$ cat src/rtl/pipe_hazard_ctrl.sv
// Hazard and sequencing controller for the ID/EX/WB pipeline: load-use stalls,
// redirect squashing, operand bypass selection and tohost halt.
module pipe_hazard_ctrl #(
    parameter int FLUSH_CYCLES = 2,
    parameter int CNT_W        = 16
) (
    input  logic             clk,
    input  logic             reset,
    input  logic [4:0]       rs1_ID,
    input  logic [4:0]       rs2_ID,
    input  logic             rs1_used_ID,
    input  logic             rs2_used_ID,
    input  logic [4:0]       rd_EX,
    input  logic             WrEn_RF_EX,
    input  logic             is_load_EX,
    input  logic [4:0]       rd_WB,
    input  logic             WrEn_RF_WB,
    input  logic             PC_Mux_EX,
    input  logic             csrw_EX,
    input  logic [31:0]      csrw_result,
    output logic             stall_PC,
    output logic             stall_ID,
    output logic             bubble_EX,
    output logic             flush_ID,
    output logic [1:0]       fwd1_sel,
    output logic [1:0]       fwd2_sel,
    output logic             halted,
    output logic [CNT_W-1:0] stall_cycles
);

    localparam logic [1:0] S_RUN   = 2'd0;
    localparam logic [1:0] S_FLUSH = 2'd1;
    localparam logic [1:0] S_HALT  = 2'd2;

    logic [1:0] state, state_nxt;
    logic [2:0] fcnt, fcnt_nxt;

    logic m1, m2;
    logic hit_ex1, hit_ex2, hit_wb1, hit_wb2;
    logic load_use, redirect, halt_req;

    assign m1       = rs1_used_ID & (rs1_ID != 5'd0);
    assign m2       = rs2_used_ID & (rs2_ID != 5'd0);
    assign hit_ex1  = m1 & WrEn_RF_EX & (rd_EX == rs1_ID);
    assign hit_ex2  = m2 & WrEn_RF_EX & (rd_EX == rs2_ID);
    assign hit_wb1  = m1 & WrEn_RF_WB & (rd_WB == rs1_ID);
    assign hit_wb2  = m2 & WrEn_RF_WB & (rd_WB == rs2_ID);
    assign load_use = is_load_EX & (hit_ex1 | hit_ex2);
    assign redirect = PC_Mux_EX;
    assign halt_req = csrw_EX & (csrw_result != 32'd0);

    // A load's data is not ready in EX, so only the WB copy may be bypassed.
    function automatic logic [1:0] fwd_sel(input logic hit_ex, input logic hit_wb,
                                           input logic is_load);
        if (hit_ex && !is_load) return 2'b01;
        else if (hit_wb)        return 2'b10;
        else                    return 2'b00;
    endfunction

    assign fwd1_sel = fwd_sel(hit_ex1, hit_wb1, is_load_EX);
    assign fwd2_sel = fwd_sel(hit_ex2, hit_wb2, is_load_EX);

    always_comb begin
        // NOTE: every output of this block gets a default first so no latch is inferred.
        state_nxt = state;
        fcnt_nxt  = fcnt;
        stall_PC  = 1'b0;
        stall_ID  = 1'b0;
        bubble_EX = 1'b0;
        flush_ID  = 1'b0;
        case (state)
            S_RUN: begin
                if (halt_req) begin
                    stall_PC  = 1'b1;
                    bubble_EX = 1'b1;
                    flush_ID  = 1'b1;
                    state_nxt = S_HALT;
                end else if (redirect) begin
                    bubble_EX = 1'b1;
                    flush_ID  = 1'b1;
                    fcnt_nxt  = 3'(FLUSH_CYCLES);
                    state_nxt = S_FLUSH;
                end else if (load_use) begin
                    stall_PC  = 1'b1;
                    stall_ID  = 1'b1;
                    bubble_EX = 1'b1;
                end
            end
            S_FLUSH: begin
                bubble_EX = 1'b1;
                flush_ID  = 1'b1;
                fcnt_nxt  = fcnt - 3'd1;
                if (fcnt <= 3'd1) state_nxt = S_RUN;
            end
            S_HALT: begin
                stall_PC  = 1'b1;
                stall_ID  = 1'b1;
                bubble_EX = 1'b1;
            end
            default: state_nxt = S_RUN;
        endcase
        // Pipeline-bank controls are quiet while reset is held.
        if (reset) begin
            stall_PC  = 1'b0;
            stall_ID  = 1'b0;
            bubble_EX = 1'b0;
            flush_ID  = 1'b0;
        end
    end

    // NOTE: sequential state uses non-blocking assignments so all flops update together.
    always_ff @(posedge clk or posedge reset) begin
        if (reset) begin
            state        <= S_RUN;
            fcnt         <= 3'd0;
            halted       <= 1'b0;
            stall_cycles <= '0;
        end else begin
            state  <= state_nxt;
            fcnt   <= fcnt_nxt;
            halted <= (state_nxt == S_HALT);
            if (stall_PC && (stall_cycles != {CNT_W{1'b1}}))
                stall_cycles <= stall_cycles + 1'b1;
        end
    end

endmodule

$ cat config.mk
export PLATFORM = sky130hd
export DESIGN_NAME = pipe_hazard_ctrl
export DESIGN_NICKNAME = d
export VERILOG_FILES = /design/src/rtl/pipe_hazard_ctrl.sv
export SDC_FILE = /design/constraint.sdc
export NUM_CORES = 1
export LEC_CHECK = 0
export BUFFER_PORTS_ARGS = -buffer_cell sky130_fd_sc_hd__buf_2
export CORE_MARGIN = 4
export CORE_UTILIZATION = 40
export DETAILED_ROUTE_END_ITERATION = 10
export PLACE_DENSITY = 0.72
export SLEW_MARGIN = 25
export SYNTH_ARGS = -nofsm -noshare
export SYNTH_HDL_FRONTEND = slang
export SYNTH_SLANG_ARGS = --single-unit
export TNS_END_PERCENT = 5
$ cat constraint.sdc
create_clock -name clk -period 3.4 [get_ports clk]
set_input_delay 0.51 -clock clk [delete_from_list [all_inputs] [get_ports clk]]
set_output_delay 0.51 -clock clk [all_outputs]
set_load 0.02 [all_outputs]
==> results.toml <==
[cts]
clockBufferDepth = 2
path_clk_slew_ns = 0.08
clkLatencyLatePin_ns = 0.27
clockRootBuffer = "clkbuf_8"
postCtsSetupBuffers = 0
cts_tree = "yes"
ctsHoldBuffers = 0
htreeDepth = 1
cts_buffers = 3
ctsResizeCount = 0
clock_sinks = 22

[place]
place.gp.congestion = 0.854
io_buffers = 85
hpwlAfterDp_mm = 3.34

[power_and_ir_drop]
netSwitchingFraction = 0.394
p_sw_uw = 455
seqPwrFrac = 0.330
p_int_uw = 700
p_leak_uw = 0.00110
combPwrFrac = 0.462
vdd_drop_max_mv = 0.280
power_density_nw_per_um2 = 543
clkPwrFrac = 0.208

[final_layout]
fillers = 380
antennaDiodeCount = 0
drive_above_1_share = 0.375
synthToLayoutAreaGrowth_pct = 35.1
layout_commonest_cell = "buf_2"
final_cell_mix = "85 x buf_2, 23 x xor2_1, 22 x dfrtp_1"
nets = 329
final_util = 0.568

[floorplanning]
rows = 22
design.die.area_um2 = 5000
die_w_um = 70.7
initial_core_util = 0.420
core-area_um2 = 3740
ioPinCount = 86
die_h_um = 70.7

[grt]
grt_pass1_vias = 1545
track_usage = 0.163
antenna_found_initial = 0
grt_pass1_wl_mm = 6.80
grt_max_degree = 25
overflow = 0

[synthesis]
ys_warn_count = 0
async_flop_share = 1.00
synth_area_per_cell_um2 = 9.26
synth_edf_count = 0
syn_nets = 239
yosysTopAreaCell = "dfrtp_1"
syn_inst = 170
synth_flop_cell = "dfrtp_1"
netlist_top_cells_area = "dfrtp_1 35%, xor2_1 13%, xnor2_1 6.7%"
seq_area_frac_synth = 0.350
netlist_area_um2 = 1570
ys_types = 34
synth_top_area_frac = 0.350
yosys_register_bits = 22

[critical_path]
path_cells = "buf_2, nor4_1, nand4_1, o21ai_0, nand2b_1, o21ai_0, a211oi_1, buf_2"
critPathCaptureType = "primary output"
worst_path_max_delay_cell = "o21ai_0"
cp.arrival_ns = 2.14
critPathRequiredTime_ns = 2.89
cp-start-kind = "input pin"
crit_type = "in -> out"
max_stage_delay_ns = 0.51
path_max_fanout = 6

[timing]
finalCriticalPeriod_ns = 2.65
final_max_slew_viol_count = 0
worst_pin_slew_ns = 0.695
setup_viol = 0
tns_ns = 0
fin_skew_ns = 0.00601
max-slew-margin-rel = 0.536
finalHoldViolCount = 0
timing.fmax_ghz = 0.377
rsz0062_at_grt = "no"
finalCritPeriodShare = 0.780

[detailed_routing]
drtPass1Iterations = 3
drc_errors = 0
ant_nets = 0
drt_iter0_markers = 78
wl_per_cell_um = 12.9
routed_wl_mm = 3.95
via_per_inst = 4.97
vias = 1526

[worst_hold_path]
hp-class = "in -> async"

[status]
status = "finished, final reports clean"

[flow_run]
cap_violations = 0
[final timing paths]
path,start,to,slack (ns),cells past startpoint
setup reg to reg,stall_cycles[8],stall_cycles[1],0.93,6
hold reg to reg,stall_cycles[15],stall_cycles[15],0.49,1
setup / recovery,csrw_result[24],bubble_EX,0.75,8
min in group clk,stall_cycles[15],stall_cycles[15],0.49,1
hold / removal,reset,stall_cycles[4],0.31,3
max in group asynchronous,reset,state[0],2.85,3
[worst max-delay path, delay by kind of cell]
kind / cells / cell delay [ns]
AO/OA/AOI/OAI: 3 / 0.81
AND/OR/NAND/NOR: 3 / 0.55
buffers and inverters: 2 / 0.27
[per-stage QoR]
stage | worst slack [ns] | hold slack [ns] | cell area [µm²] | instances | power (µW)
detailed placement | 0.604 | 0.482 | 2060 | 303 | 918
CTS | 0.721 | 0.321 | 2130 | 307 | 1170
global route | 0.516 | 0.349 | 2130 | 307 | 1250
finish | 0.749 | 0.313 | 2130 | 307 | 1150
global placement | 0.675 | 0.475 | 2060 | 303 | 906
floorplan | 0.959 | 0.473 | 1570 | 170 | 753
[cells by family (layout without fill, tap and decap cells)]
group | Yosys count | count (layout) | share of synthesized area
compound gates | 23 | 23 | 0.112
xor+xnor | 35 | 35 | 0.195
fa+ha+maj | 8 | 8 | 0.0636
buf+inv | 9 | 98 | 0.0262
flops | 22 | 22 | 0.350
mux | 1 | 1 | 0.00715
simple gates | 72 | 72 | 0.246
[power groups by stage]
stage          clock, µW  combinational, µW  sequential, µW
6_report             240                533             382
4_1_cts              247                540             382
2_1_floorplan          0                333             420
3_5_place_dp           0                533             385
5_1_grt              256                602             392
3_3_place_gp           0                523             383
[layout make-up]
class	count	area, µm²	share of cell area
Sequential cell	22	551	0.259
Clock inverter	1	30.0	0.0141
Timing Repair Buffer	86	433	0.204
Multi-Input combinational cell	139	982	0.462
Tap cell	48	60.1	0.0282
Clock buffer	3	41.3	0.0194
Inverter	8	30.0	0.0141
[layer usage]
metal	vias up	GRT usage	part of all wire
met1	709	0.203	0.44
li1	788	-	-
met2	24	0.288	0.52
met3	5	0.0327	0.035
met4	0	0.0418	0.0096
met5	-	0	0
[sequential cells by signal, summed over array words and instances (netlist names)]
name and cells:
fcnt 3, stall_cycles 16, state 2, halted 1
[Yosys cell counts, types with 2 or more instances]
master	n
xor2_1	23
nor4_1	15
a211oi_1	2
nor3_1	7
nand2_1	10
nand3_1	8
a21oi_1	4
nand4_1	8
o21ai_0	7
nor2_1	12
nand2b_1	4
ha_1	8
inv_1	8
xnor2_1	12
nor4b_1	2
dfrtp_1	22
Power figures use the tool's default switching activity.
